File: config.mk
export PLATFORM = sky130hd
export DESIGN_NAME = serial_add_scheduler
export DESIGN_NICKNAME = d
export VERILOG_FILES = /design/src/rtl/serial_add_pkg.sv /design/src/rtl/serial_add_rr_arbiter.sv /design/src/rtl/serial_add_scheduler.sv
export SDC_FILE = /design/constraint.sdc
export NUM_CORES = 1
export LEC_CHECK = 0
export BUFFER_PORTS_ARGS = -buffer_cell sky130_fd_sc_hd__buf_4
export CORE_MARGIN = 2
export CORE_UTILIZATION = 30
export DETAILED_ROUTE_END_ITERATION = 16
export PLACE_DENSITY = 0.5
export SLEW_MARGIN = 30
export SYNTH_ARGS = -nofsm -noshare
export SYNTH_HDL_FRONTEND = slang
export SYNTH_SLANG_ARGS = --single-unit
File: constraint.sdc
create_clock -name clk -period 3.6 [get_ports clk]
set_input_delay 0.54 -clock clk [delete_from_list [all_inputs] [get_ports clk]]
set_output_delay 0.54 -clock clk [all_outputs]
set_load 0.01 [all_outputs]
File: src/rtl/serial_add_pkg.sv
// Shared types and constants for the round-robin serial-add scheduler.
package serial_add_pkg;

    typedef enum logic [1:0] {IDLE, ADD, DONE} state_t;

    localparam int DEF_NREQ  = 2;
    localparam int DEF_WIDTH = 4;

    function automatic int clog2(input int v);
        int r;
        r = 0;
        while ((1 << r) < v) r++;
        return r;
    endfunction

endpackage

File: src/rtl/serial_add_rr_arbiter.sv
// Combinational round-robin pick: first requester above 'last', wrapping to the lowest.
module serial_add_rr_arbiter
    import serial_add_pkg::*;
#(
    parameter int NREQ = DEF_NREQ,
    parameter int IDW  = 1
) (
    input  logic [NREQ-1:0] req,
    input  logic [IDW-1:0]  last,
    output logic [NREQ-1:0] gnt,
    output logic [IDW-1:0]  idx,
    output logic            any
);

    logic [NREQ-1:0] hi;
    logic [NREQ-1:0] masked;
    logic [NREQ-1:0] sel;

    // Requesters above the pointer win; if none of them is asking, wrap to the full set.
    always_comb begin
        hi  = '0;
        gnt = '0;
        idx = '0;
        for (int i = 0; i < NREQ; i++) hi[i] = (IDW'(i) > last);
        masked = req & hi;
        sel    = (|masked) ? masked : req;
        for (int i = NREQ - 1; i >= 0; i--) if (sel[i]) idx = IDW'(i);
        for (int i = 0; i < NREQ; i++) gnt[i] = sel[i] && (IDW'(i) == idx);
    end

    assign any = |req;

endmodule

File: src/rtl/serial_add_scheduler.sv
// Shares one LSB-first bit-serial adder among NREQ requesters with round-robin arbitration.
module serial_add_scheduler
    import serial_add_pkg::*;
#(
    parameter int NREQ  = DEF_NREQ,
    parameter int WIDTH = DEF_WIDTH,
    parameter int IDW   = (clog2(NREQ) < 1) ? 1 : clog2(NREQ)
) (
    input  logic                        clk,
    input  logic                        rst,
    input  logic [NREQ-1:0]             req_valid,
    output logic [NREQ-1:0]             req_ready,
    input  logic [NREQ*WIDTH-1:0]       req_a,
    input  logic [NREQ*WIDTH-1:0]       req_b,
    input  logic [NREQ-1:0]             req_cin,
    output logic                        resp_valid,
    input  logic                        resp_ready,
    output logic [IDW-1:0]              resp_id,
    output logic [WIDTH-1:0]            resp_sum,
    output logic                        resp_cout,
    output logic                        busy,
    output logic [clog2(WIDTH+1)-1:0]   bit_count
);

    localparam int CW = clog2(WIDTH + 1);

    state_t           state;
    logic [WIDTH-1:0] a_sh, b_sh, sum_sh, sum_nx;
    logic [WIDTH-1:0] a_sel, b_sel;
    logic             c, cout, cin_sel, sbit, maj;
    logic [IDW-1:0]   id, last_grant, gidx;
    logic [NREQ-1:0]  gnt;
    logic             any;

    serial_add_rr_arbiter #(.NREQ(NREQ), .IDW(IDW)) u_arb (
        .req  (req_valid),
        .last (last_grant),
        .gnt  (gnt),
        .idx  (gidx),
        .any  (any)
    );

    always_comb begin
        a_sel = '0;
        b_sel = '0;
        for (int i = 0; i < NREQ; i++) begin
            if (gnt[i]) begin
                a_sel = req_a[i*WIDTH +: WIDTH];
                b_sel = req_b[i*WIDTH +: WIDTH];
            end
        end
        cin_sel = |(req_cin & gnt);
        sbit    = a_sh[0] ^ b_sh[0] ^ c;
        maj     = (a_sh[0] & b_sh[0]) | (a_sh[0] & c) | (b_sh[0] & c);
        sum_nx  = sum_sh >> 1;
        sum_nx[WIDTH-1] = sbit;
    end

    always_ff @(posedge clk or negedge rst) begin
        if (!rst) begin
            state      <= IDLE;
            a_sh       <= '0;
            b_sh       <= '0;
            sum_sh     <= '0;
            c          <= 1'b0;
            cout       <= 1'b0;
            id         <= '0;
            last_grant <= IDW'(NREQ - 1);
            bit_count  <= '0;
        end else begin
            case (state)
                IDLE: if (any) begin
                    a_sh       <= a_sel;
                    b_sh       <= b_sel;
                    c          <= cin_sel;
                    id         <= gidx;
                    last_grant <= gidx;
                    bit_count  <= '0;
                    state      <= ADD;
                end
                ADD: begin
                    a_sh      <= a_sh >> 1;
                    b_sh      <= b_sh >> 1;
                    sum_sh    <= sum_nx;
                    c         <= maj;
                    bit_count <= bit_count + 1'b1;
                    if (bit_count == CW'(WIDTH - 1)) begin
                        cout  <= maj;
                        state <= DONE;
                    end
                end
                DONE: if (resp_ready) begin
                    bit_count <= '0;
                    state     <= IDLE;
                end
                default: state <= IDLE;
            endcase
        end
    end

    // Gated by rst so no requester sees an acceptance strobe while held in reset.
    assign req_ready  = (rst && state == IDLE) ? gnt : '0;
    assign resp_valid = (state == DONE);
    assign busy       = (state != IDLE);
    assign resp_sum   = sum_sh;
    assign resp_cout  = cout;
    assign resp_id    = id;

endmodule

### Yosys cells after proc, flatten, opt, wreduce, memory -nomap -nowiden

Cells that the tools add are included.

* word-level logic and storage cells: 64
* register bits: 21
* output and inout port bits: 13

* reductions and logical operators: 15
* mux-type cells: 21
* $lt $le $gt $ge: 2
* equal/unequal tests: 6
* bitwise gates (word level): 10
* add/sub/neg operators: 1

Operators with widths (number)
* $mux 4: 6
* $pmux 4 s2: 2
* $mux 2: 5
* $pmux 3 s3: 1
* $mux 3: 2
* $pmux 2 s3: 1
* $reduce_and 2->1: 3
* $reduce_and 3->1: 2
* $reduce_or 2->1: 3
* $and 2x2->2: 2
* $ne 2x2->1 const B: 2
* $reduce_bool 2->1: 2
* $add 3x1->3 const B: 1
* $and 1x1->1: 3
* $eq 3x2->1 const B: 1
* $logic_and 1x1->1: 3
* $mux 1: 3
* $reduce_bool 3->1: 1
* $eq 2x1->1 const B: 1
* $eq 2x2->1 const B: 1
* $gt 1x1->1 const A: 2
* $logic_not 2->1: 1
* $ne 2x1->1 const B: 1
* $or 1x1->1: 2
* 3 further kinds: 4

### Longest topological paths before layout

Gate-level depths: netlist of the first run.

* word-level depth: 12
* gate-level depth with buffers: 4
* mapped depth without buffers: 4

### Modules after synthesis

A second synthesis of the first run with hierarchy kept.

* cells, all modules: 104
* area total of the unflattened synthesis: 1069.8 sq um

Modules (own cells, without submodules)
* serial_add_scheduler: cells each 99, seq. area each 526.8 sq um, instances 1, area each 1037.2 sq um
* serial_add_rr_arbiter: cells each 5, seq. area each 0.0 sq um, instances 1, area each 32.5 sq um

### Worst setup path before layout of the first run

Ideal clock, no wire load.

* path kind: flip-flop to output port
* start: register last_grant
* end: output req_ready[0]
* setup slack: 1.912 ns
* data required time: 3.060 ns
* buffers on the path: 1
* data arrival time: 1.148 ns
* cell stages (with the launch flop): 4
* cell sequence: dfstp_2 nand2b_1 clkbuf_1 and4_1

* longest elaborated chain between the ends: 9
* elaborated cells between the ends (all ways): 10

RTL lines
* start, declared: RTL line serial_add_scheduler.sv:31 `logic [IDW-1:0] id, last_grant, gidx;`
* start signal, assigned: RTL line serial_add_scheduler.sv:68 `last_grant <= IDW'(NREQ - 1);`
* start signal, assigned: RTL line serial_add_scheduler.sv:77 `last_grant <= gidx;`
* $gt 1x1->1: RTL line serial_add_rr_arbiter.sv:24 `for (int i = 0; i < NREQ; i++) hi[i] = (IDW'(i) > last);`
* $and 2x2->2 *: RTL line serial_add_rr_arbiter.sv:25 `masked = req & hi;`
* $reduce_or 2->1: RTL line serial_add_rr_arbiter.sv:26 `sel = (|masked) ? masked : req;`
* $mux 2 *: RTL line serial_add_rr_arbiter.sv:26
* $mux 1 (2 in series): RTL line serial_add_rr_arbiter.sv:27 `for (int i = NREQ - 1; i >= 0; i--) if (sel[i]) idx = IDW'(i);`
* $not 1->1: RTL line serial_add_rr_arbiter.sv:28 `for (int i = 0; i < NREQ; i++) gnt[i] = sel[i] && (IDW'(i) == idx);`
* $logic_and 1x1->1 *: RTL line serial_add_rr_arbiter.sv:28
* $mux 2 *: RTL line serial_add_scheduler.sv:102 `assign req_ready = (rst && state == IDLE) ? gnt : '0;`
* end, declared: RTL line serial_add_scheduler.sv:12 `output logic [NREQ-1:0] req_ready,`

Every way passes the cells marked *; elsewhere a longest branch is shown, timed or not.

### Worst setup path after layout of the first run

Same ends and word-level chain as after synthesis.

==> results.yml, run 1 <==
status:
  status: "completed"
synthesis:
  async_reset_ff_share_pct: 100.0
  ys_seq_area_share_pct: 47.52
  syn-num-nets: 138
  synthesis.area_mm2: 0.001109
  synth_ff_type: "dfrtp_1"
  yosysMostFrequentCell: "nand2_1"
  avgSynthCellArea_um2: 9.898
  ys_types: 33
  synth_common_cells: "nand2_1, dfrtp_1, nor2_1, inv_1"
  netlist.area_leader.share_pct: 45.15
  synth-edff-count: 0
  synthTopCellsByArea: "dfrtp_1, a221oi_2, nand2_1, a311oi_1, nor2_1"
  synth.largest_area_cell: "dfrtp_1"
  syn-instance-count: 112
  yosys_warnings: 0
  synth-seq-cells: 21
cts:
  insertion_delay_ns: 0.26
  cts_tree: "built"
  cts_buffers: 3
  path_clk_slew_ns: 0.08
  clock_path_buffers: 2
  cts.sinks: 21
  cts_root_buf: "clkbuf_8"
  cts-htree-levels: 1
  holdBufCountCts: 0
  post_cts_resized: 0
  cts_setup_buffers: 0
critical_path:
  path_max_fanout: 11
  critPathLaunchType: "flip-flop"
  cp-end-kind: "primary output"
  arrival_ns: 1.53
  worst-setup-path-type: "reg -> out"
  rr_worst_depth: 3
  r2r_end: "bit_count[1]$_DFFE_PN0P_"
  ff2ff_setup_slack_ns: 1.92
  r2r_start: "state[0]$_DFFE_PN0P_"
  critPathRequiredTime_ns: 3.06
final_layout:
  syn_to_final_growth_pct: 31.38
  drive_above_1_share_pct: 34.69
  fillers: 381
  fin_area_mm2: 0.001456
  nets: 174
  register_area_um2: 526.8
  multi_input_area_um2: 515.5
  diodes: 0
sta:
  rsz0062_at_grt: "no"
  fin_skew_ns: 0.002233
  slew_headroom_pct: 48.29
  slew_violations: 0
  post-route-period-util_pct: 57.44
  fmax_ghz: 0.4836
  tightest_slew_ns: 0.7756
  period_minus_slack_ns: 2.068
  finalHoldViolations: 0
  finalSetupViolations: 0
  final.setup.tns_ns: 0
floorplanning:
  initial_core_util_pct: 30.74
  die-area_mm2: 0.004198
  num_rows: 22
  dieWidth_um: 64.79
  die_y_um: 64.79
  core_area_mm2: 0.003606
  io_pins: 36
global_routing:
  grt_usage_pct: 13.78
  grt_start_max_net_pins: 24
  grt-ovfl-total: 0
  first_global_vias: 974
  grt_antenna_before_repair: 0
  grt_first_pass_wirelength_um: 4519
placement:
  place_area_mm2: 0.001410
  io_buffers: 35
  post-dp-hpwl_um: 1956
  place_congestion: 0.7727
drt:
  wirelength_um: 2592
  via_per_inst: 4.810
  drc: 0
  vias: 938
  first_iter_violations: 19
  drt-pass1-iter-count: 4
  postRouteAntennaNets: 0
  post_drt_wl_per_cell_um: 13.29
pwr:
  power.total_mw: 1.183
  ir_drop_uv: 287.5
  powerDensity_mw_per_mm2: 812.5
  leakage_nw: 0.6927
job:
  cap_violations: 0
min_path:
  hold_class: "in -> async"
cells in the final DEF, fill, tap and decap left out, drive strengths merged, types with 2 or more instances in the layout:
cell and count:
ha 2, nor2 10, nand2b 2, a31oi 2, a311oi 7, nand3 2, buf 36, clkbuf 3
inv 10, dfrtp 20, o21ai 4, nand2 23, a221oi 7
report_power, final:
group	switching, mW	internal [mW]	leakage, nW
sequential	0.0829	0.359	0.253
clock	0.0784	0.0771	0.0255
combinational	0.309	0.278	0.414
layout make-up:
cell class                      instances  area share (%)
Inverter                               10           2.577
Sequential cell                        21           36.17
Clock inverter                          1          0.3436
Multi-Input combinational cell         76           35.40
Tap cell                               48           4.124
Clock buffer                            3           2.835
Timing Repair Buffer                   36           18.56
sequential cells by signal (all words and copies together) (netlist names):
name	flops
bit_count	3
state	2
b_sh	4
last_grant	1
resp_id	1
a_sh	4
c	1
resp_sum	4
resp_cout	1
critical path, stage by stage, from the launching register on:
cell and delay, ns:
dfstp_2 0.55, nand2b_1 0.35, and4_1 0.25, buf_4 0.12
kinds of logic (layout without fill, tap and decap cells):
| family | after synthesis | count (layout) | synth area share [%] |
|---|---|---|---|
| adder cells (fa/ha/maj) | 3 | 3 | 4.063 |
| flip-flops | 21 | 21 | 47.52 |
| AO/OA/AOI/OAI | 27 | 27 | 23.03 |
| multiplexers | 2 | 2 | 1.919 |
| AND/OR/NAND/NOR | 44 | 44 | 17.50 |
| buffers and inverters | 15 | 50 | 5.982 |
how the worst max path moves through the flow:
stage                           start                       end  slack [ns]  depth (start not counted)
2_1_floorplan  last_grant$_DFFE_PN1P_              req_ready[0]        1.91                          3
3_3_place_gp             req_valid[0]  bit_count[1]$_DFFE_PN0P_        1.76                          4
3_5_place_dp             req_valid[0]  bit_count[1]$_DFFE_PN0P_        1.69                          4
4_1_cts        last_grant$_DFFE_PN1P_              req_ready[0]        1.55                          3
5_1_grt        last_grant$_DFFE_PN1P_              req_ready[0]        1.45                          3
6_report       last_grant$_DFFE_PN1P_              req_ready[0]        1.53                          3
metal layers:
metal / wire length (um) / share of wire, % / global-route usage (%) / up-vias
met5: 0 / 0 / 0 / -
met3: 151 / 5.8 / 2.778 / 4
met2: 1151 / 44 / 23.07 / 30
met1: 1266 / 49 / 18.25 / 440
li1: - / - / - / 464
met4: 23 / 0.89 / 3.191 / 0
per-stage QoR:
| stage | worst slack [ns] | std cells | hold WS [ns] | utilization, % |
|---|---|---|---|---|
| 2_1_floorplan | 1.912 | 112 | 0.2444 | - |
| 3_3_place_gp | 1.758 | 191 | 0.4482 | 39.10 |
| 3_5_place_dp | 1.692 | 191 | 0.4513 | 39.10 |
| 4_1_cts | 1.547 | 195 | 0.1675 | 40.39 |
| 5_1_grt | 1.455 | 195 | 0.1677 | 40.39 |
| 6_report | 1.532 | 195 | 0.1537 | 40.39 |
(Power assumes the default switching activity.)
==> run 2, diff against run 1 <==
clock period = 2 ns   (was 3.6 ns; I/O delays follow)
==> run 2 against run 1 <==
Compared with the run above:
- sequential share of layout area is 0.40 points lower
- global-route usage down 0.48 points
- critical path depth is the same
- non-clock buffer count up 2
- first-iteration DRC count grew to 2.7 times the previous value
- die area unchanged
- sequential cell count is the same
- wire length decreased by 0.85%
- clock power grew 78%
- setup slack lost 1.3 ns
- register-to-register slack got worse by 1.4 ns
- critical endpoint unchanged
- largest cell class unchanged
==> results.yml, run 2 (synthesis gave the netlist of run 1 again) <==
cts:
  insertion_delay_ns: 0.26
  path_clk_slew_ns: 0.08
  cts_buffers: 3
  clock_path_buffers: 2
  cts_setup_buffers: 0
  cts_tree: "built"
  cts.sinks: 21
  cts_root_buf: "clkbuf_8"
  post_cts_resized: 0
  holdBufCountCts: 1
  cts-htree-levels: 1
final_layout:
  nets: 176
  fin_util_pct: 40.84
  diodes: 0
  fin_area_mm2: 0.001473
  final_cell_mix: "buf_4, nand2_1, dfrtp_1"
  layout.cells.non_filler: 197
  syn_to_final_growth_pct: 32.84
  final_common_cell: "buf_4"
  drive_above_1_share_pct: 34.23
critical_path:
  path_max_fanout: 11
  ff2ff_setup_slack_ns: 0.55
  rr_worst_depth: 4
  arrival_ns: 1.49
  critPathLaunchType: "flip-flop"
  crit_end: "req_ready[0]"
  worst-setup-path-type: "reg -> out"
  cp-end-kind: "primary output"
  cp-startpoint: "last_grant$_DFFE_PN1P_"
  critPathRequiredTime_ns: 1.70
  r2r_end: "a_sh[1]$_DFFE_PN0P_"
  r2r_start: "state[1]$_DFFE_PN0P_"
sta:
  rsz0062_at_grt: "no"
  final.setup.tns_ns: 0
  tightest_slew_ns: 0.5635
  fin_ws_ns: 0.2051
  fin_skew_ns: 0.003738
  finalHoldViolations: 0
  finalSetupViolations: 0
  post-route-period-util_pct: 89.75
  fmax_ghz: 0.5571
  slew_headroom_pct: 62.44
  period_minus_slack_ns: 1.795
  slew_violations: 0
floorplanning:
  die-area_mm2: 0.004198
  dieWidth_um: 64.79
  num_rows: 22
  die_y_um: 64.79
  core_area_mm2: 0.003606
  initial_core_util_pct: 30.74
  io_pins: 36
placement:
  dp_cells: 192
  post-dp-hpwl_um: 1963
  pre_cts_slack_ns: 0.5008
  place_area_mm2: 0.001418
  place_congestion: 0.7368
  io_buffers: 35
pwr:
  powerDensity_mw_per_mm2: 1453
  ir_drop_uv: 506.2
  leakage_nw: 0.6994
drt:
  wirelength_um: 2570
  drt-pass1-iter-count: 4
  post_drt_wl_per_cell_um: 13.05
  postRouteAntennaNets: 0
  drc: 0
  via_per_inst: 4.924
  vias: 970
  first_iter_violations: 51
global_routing:
  grt_start_max_net_pins: 24
  grt_first_pass_wirelength_um: 4278
  first_global_vias: 942
  grt_usage_pct: 13.30
  grt_antenna_before_repair: 0
  grt-ovfl-total: 0
status:
  status: "completed"
min_path:
  hold_class: "in -> reg"
  hold_depth: 2
job:
  cap_violations: 0
[run 2: cell count changes in the layout (fill, tap and decap cells not counted), sizes merged]
cell	delta
clkbuf	+1
buf	+1
dlygate4sd3	+1
clkinv	-1
[run 2: worst max-delay path, cell delays in order, from the launching register on]
cell      delay, ns
dfstp_2        0.54
nand2b_1       0.33
and4_1         0.25
buf_4          0.12
[run 2: area by class of cell]
class,count,area (um2)
repair buffers,38,287.8
flip-flops and latches,21,526.8
inverters,10,37.54
multi-input cells,76,515.5
fillers,371,2133
clock buffers,4,45.04
well taps,48,60.06
[run 2: metal layers]
| metal | global-route usage [%] | part of all wire (%) | up-vias |
|---|---|---|---|
| li1 | - | - | 468 |
| met1 | 17.60 | 47 | 463 |
| met2 | 21.26 | 45 | 35 |
| met3 | 2.951 | 6.5 | 4 |
| met4 | 4.787 | 1.1 | 0 |
| met5 | 0 | 0 | - |
[run 2: worst min-delay path by stage]
stage / startpoint / end
final: resp_ready / state[1]$_DFFE_PN0P_
after global routing: resp_ready / state[1]$_DFFE_PN0P_
after CTS: resp_ready / state[1]$_DFFE_PN0P_
after detailed placement: rst / resp_cout$_DFFE_PN0P_
after global placement: rst / resp_cout$_DFFE_PN0P_
after floorplan: rst / a_sh[0]$_DFFE_PN0P_
[run 2: stage by stage]
stage                     hold WS [ns]  power (mW)
after CTS                       0.2357       2.178
after floorplan               0.004409       1.518
final                           0.2374       2.139
after global placement          0.2082       1.867
after global routing            0.2324       2.354
after detailed placement        0.2116       1.896
[run 2: power breakdown]
group	internal, mW	leakage, nW	total, mW	switching [mW]
logic	0.512	0.424	1.07	0.563
registers	0.645	0.253	0.789	0.144
clock network	0.142	0.0228	0.276	0.134
total	1.30	0.699	2.14	0.841
==> run 3, diff against run 2 <==
==> constraint.sdc (replaced) <==
create_clock -name clk -period 2 [get_ports clk]
set_input_delay 0.4 -clock clk [delete_from_list [all_inputs] [get_ports clk]]
set_output_delay 0.4 -clock clk [all_outputs]
set_load 0.01 [all_outputs]
==> run 3 against run 2 <==
Compared with the run above:
- non-clock buffer count is 1 higher
- clock power rose by 3%
- wire length grew 8.2%
- fmax decreased by 5.7%
- sequential power grew 0.6%
- first-iteration DRC count decreased by 2.0%
- critical endpoint unchanged
==> results.yml, run 3 (synthesis gave the netlist of run 1 again) <==
sta:
  finalHoldViolations: 0
  slew_headroom_pct: 61.22
  tightest_slew_ns: 0.5817
  finalSetupViolations: 0
  fin_skew_ns: 0.002381
  slew_violations: 0
  rsz0062_at_grt: "no"
  post-route-period-util_pct: 95.19
  final.setup.tns_ns: 0
  fmax_ghz: 0.5253
  period_minus_slack_ns: 1.904
critical_path:
  cp-end-kind: "primary output"
  critPathRequiredTime_ns: 1.60
  arrival_ns: 1.50
  path_delay_family: "simple AND/OR/NAND/NOR gates"
  cp_slowest_cell: "dfstp_2"
  worst-path-buf-inv: 1
  critPathLaunchType: "flip-flop"
  critPathMaxStageDelay_ns: 0.54
  path_max_fanout: 11
  worst-setup-path-type: "reg -> out"
  cp_cell_sequence: "nand2b_1, and4_1, buf_4"
pwr:
  switching_share_pct: 39.85
  ir_drop_uv: 473.5
  switching_power_mw: 0.8657
  leakage_nw: 0.7081
  p_int_mw: 1.307
  clkPwrFrac_pct: 13.1
  powerDensity_mw_per_mm2: 1469
  comb_power_share_pct: 50.4
  seq_power_share_pct: 36.5
final_layout:
  final_common_cell: "buf_4"
  drive_above_1_share_pct: 36.00
  final_cell_mix: "buf_4, nand2_1, dfrtp_1"
  syn_to_final_growth_pct: 33.41
  register_area_um2: 526.8
  multi_input_area_um2: 515.5
  nets: 177
  fin_util_pct: 41.01
  fillers: 399
  diodes: 0
drt:
  first_iter_violations: 50
  post_drt_wl_per_cell_um: 14.05
  drt-pass1-iter-count: 4
  vias: 953
  wirelength_um: 2781
  postRouteAntennaNets: 0
  drc: 0
  via_per_inst: 4.813
floorplanning:
  dieWidth_um: 64.79
  num_rows: 22
  core_area_mm2: 0.003606
  initial_core_util_pct: 30.74
  io_pins: 36
  die-area_mm2: 0.004198
  die_y_um: 64.79
cts:
  holdBufCountCts: 0
  cts.sinks: 21
  cts_setup_buffers: 0
  post_cts_resized: 0
  insertion_delay_ns: 0.26
  cts_tree: "built"
  cts_root_buf: "clkbuf_8"
  cts_buffers: 3
  clock_path_buffers: 2
  cts-htree-levels: 1
  path_clk_slew_ns: 0.08
global_routing:
  met3_usage_pct: 4.340
  grt_first_pass_wirelength_um: 4692
  grt_start_max_net_pins: 22
  grt-ovfl-total: 0
  met2_usage_pct: 23.58
  first_global_vias: 994
  grt_antenna_before_repair: 0
  met1_usage_pct: 19.65
  grt_usage_pct: 14.40
  top_usage_layer: "met2"
min_path:
  hold_class: "in -> async"
placement:
  place_congestion: 0.7469
  io_buffers: 35
  post-dp-hpwl_um: 2155
status:
  status: "completed"
job:
  cap_violations: 0
[run 3: cell types whose count changed in the layout (fill, tap and decap cells not counted), sizes merged]
cell / before / now
buf: 37 / 39
clkbuf: 4 / 3
clkinv: 0 / 1
dlygate4sd3: 1 / 0
[run 3: final timing paths]
kind	startpoint	end	slack [ns]	cells after the start
setup reg to reg	state[1]$_DFFE_PN0P_	a_sh[0]$_DFFE_PN0P_	0.51	4
hold / removal	rst	resp_cout$_DFFE_PN0P_	0.14	2
min in group clk	resp_ready	state[1]$_DFFE_PN0P_	0.35	2
max in group asynchronous	rst	last_grant$_DFFE_PN1P_	1.59	2
setup / recovery	last_grant$_DFFE_PN1P_	req_ready[0]	0.1	3
hold reg to reg	resp_sum[0]$_DFFE_PN0P_	resp_sum[0]$_DFFE_PN0P_	0.49	2
[run 3: cell type report]
cell class / count / area share, %
Clock buffer: 3 / 2.792
Multi-Input combinational cell: 76 / 34.86
Timing Repair Buffer: 39 / 19.80
Clock inverter: 1 / 0.3384
Inverter: 10 / 2.538
Sequential cell: 21 / 35.62
Tap cell: 48 / 4.061
[run 3: power groups by stage]
stage | logic, mW | clock network [mW] | registers, mW
after floorplan | 0.706 | 0 | 0.812
after global placement | 1.09 | 0 | 0.794
after detailed placement | 1.12 | 0 | 0.805
after CTS | 1.12 | 0.295 | 0.799
after global routing | 1.24 | 0.317 | 0.828
final | 1.10 | 0.284 | 0.794
[run 3: layer usage]
metal | routed length, um | up-vias | part of all wire [%]
li1 | - | 474 | -
met1 | 1282 | 448 | 46
met2 | 1332 | 31 | 48
met3 | 166 | 0 | 6.0
met4 | 0 | 0 | 0
met5 | 0 | - | 0
[run 3: per-stage QoR]
step	worst slack [ns]	cells	hold slack, ns	instance area (um2)	power (mW)
after floorplan	0.4523	112	0.1044	1109	1.518
after global placement	0.4281	194	0.4258	1433	1.883
after detailed placement	0.3983	194	0.4272	1433	1.928
after CTS	0.09119	198	0.1410	1479	2.215
after global routing	0.01515	198	0.1480	1479	2.389
final	0.09615	198	0.1361	1479	2.172
[run 3: worst reg2reg max path: cells and delay by family, from the launching register on]
family | cells | cell delay (ns)
buf+inv | 1 | 0.17
flops | 1 | 0.46
compound gates | 2 | 0.42
simple gates | 1 | 0.31
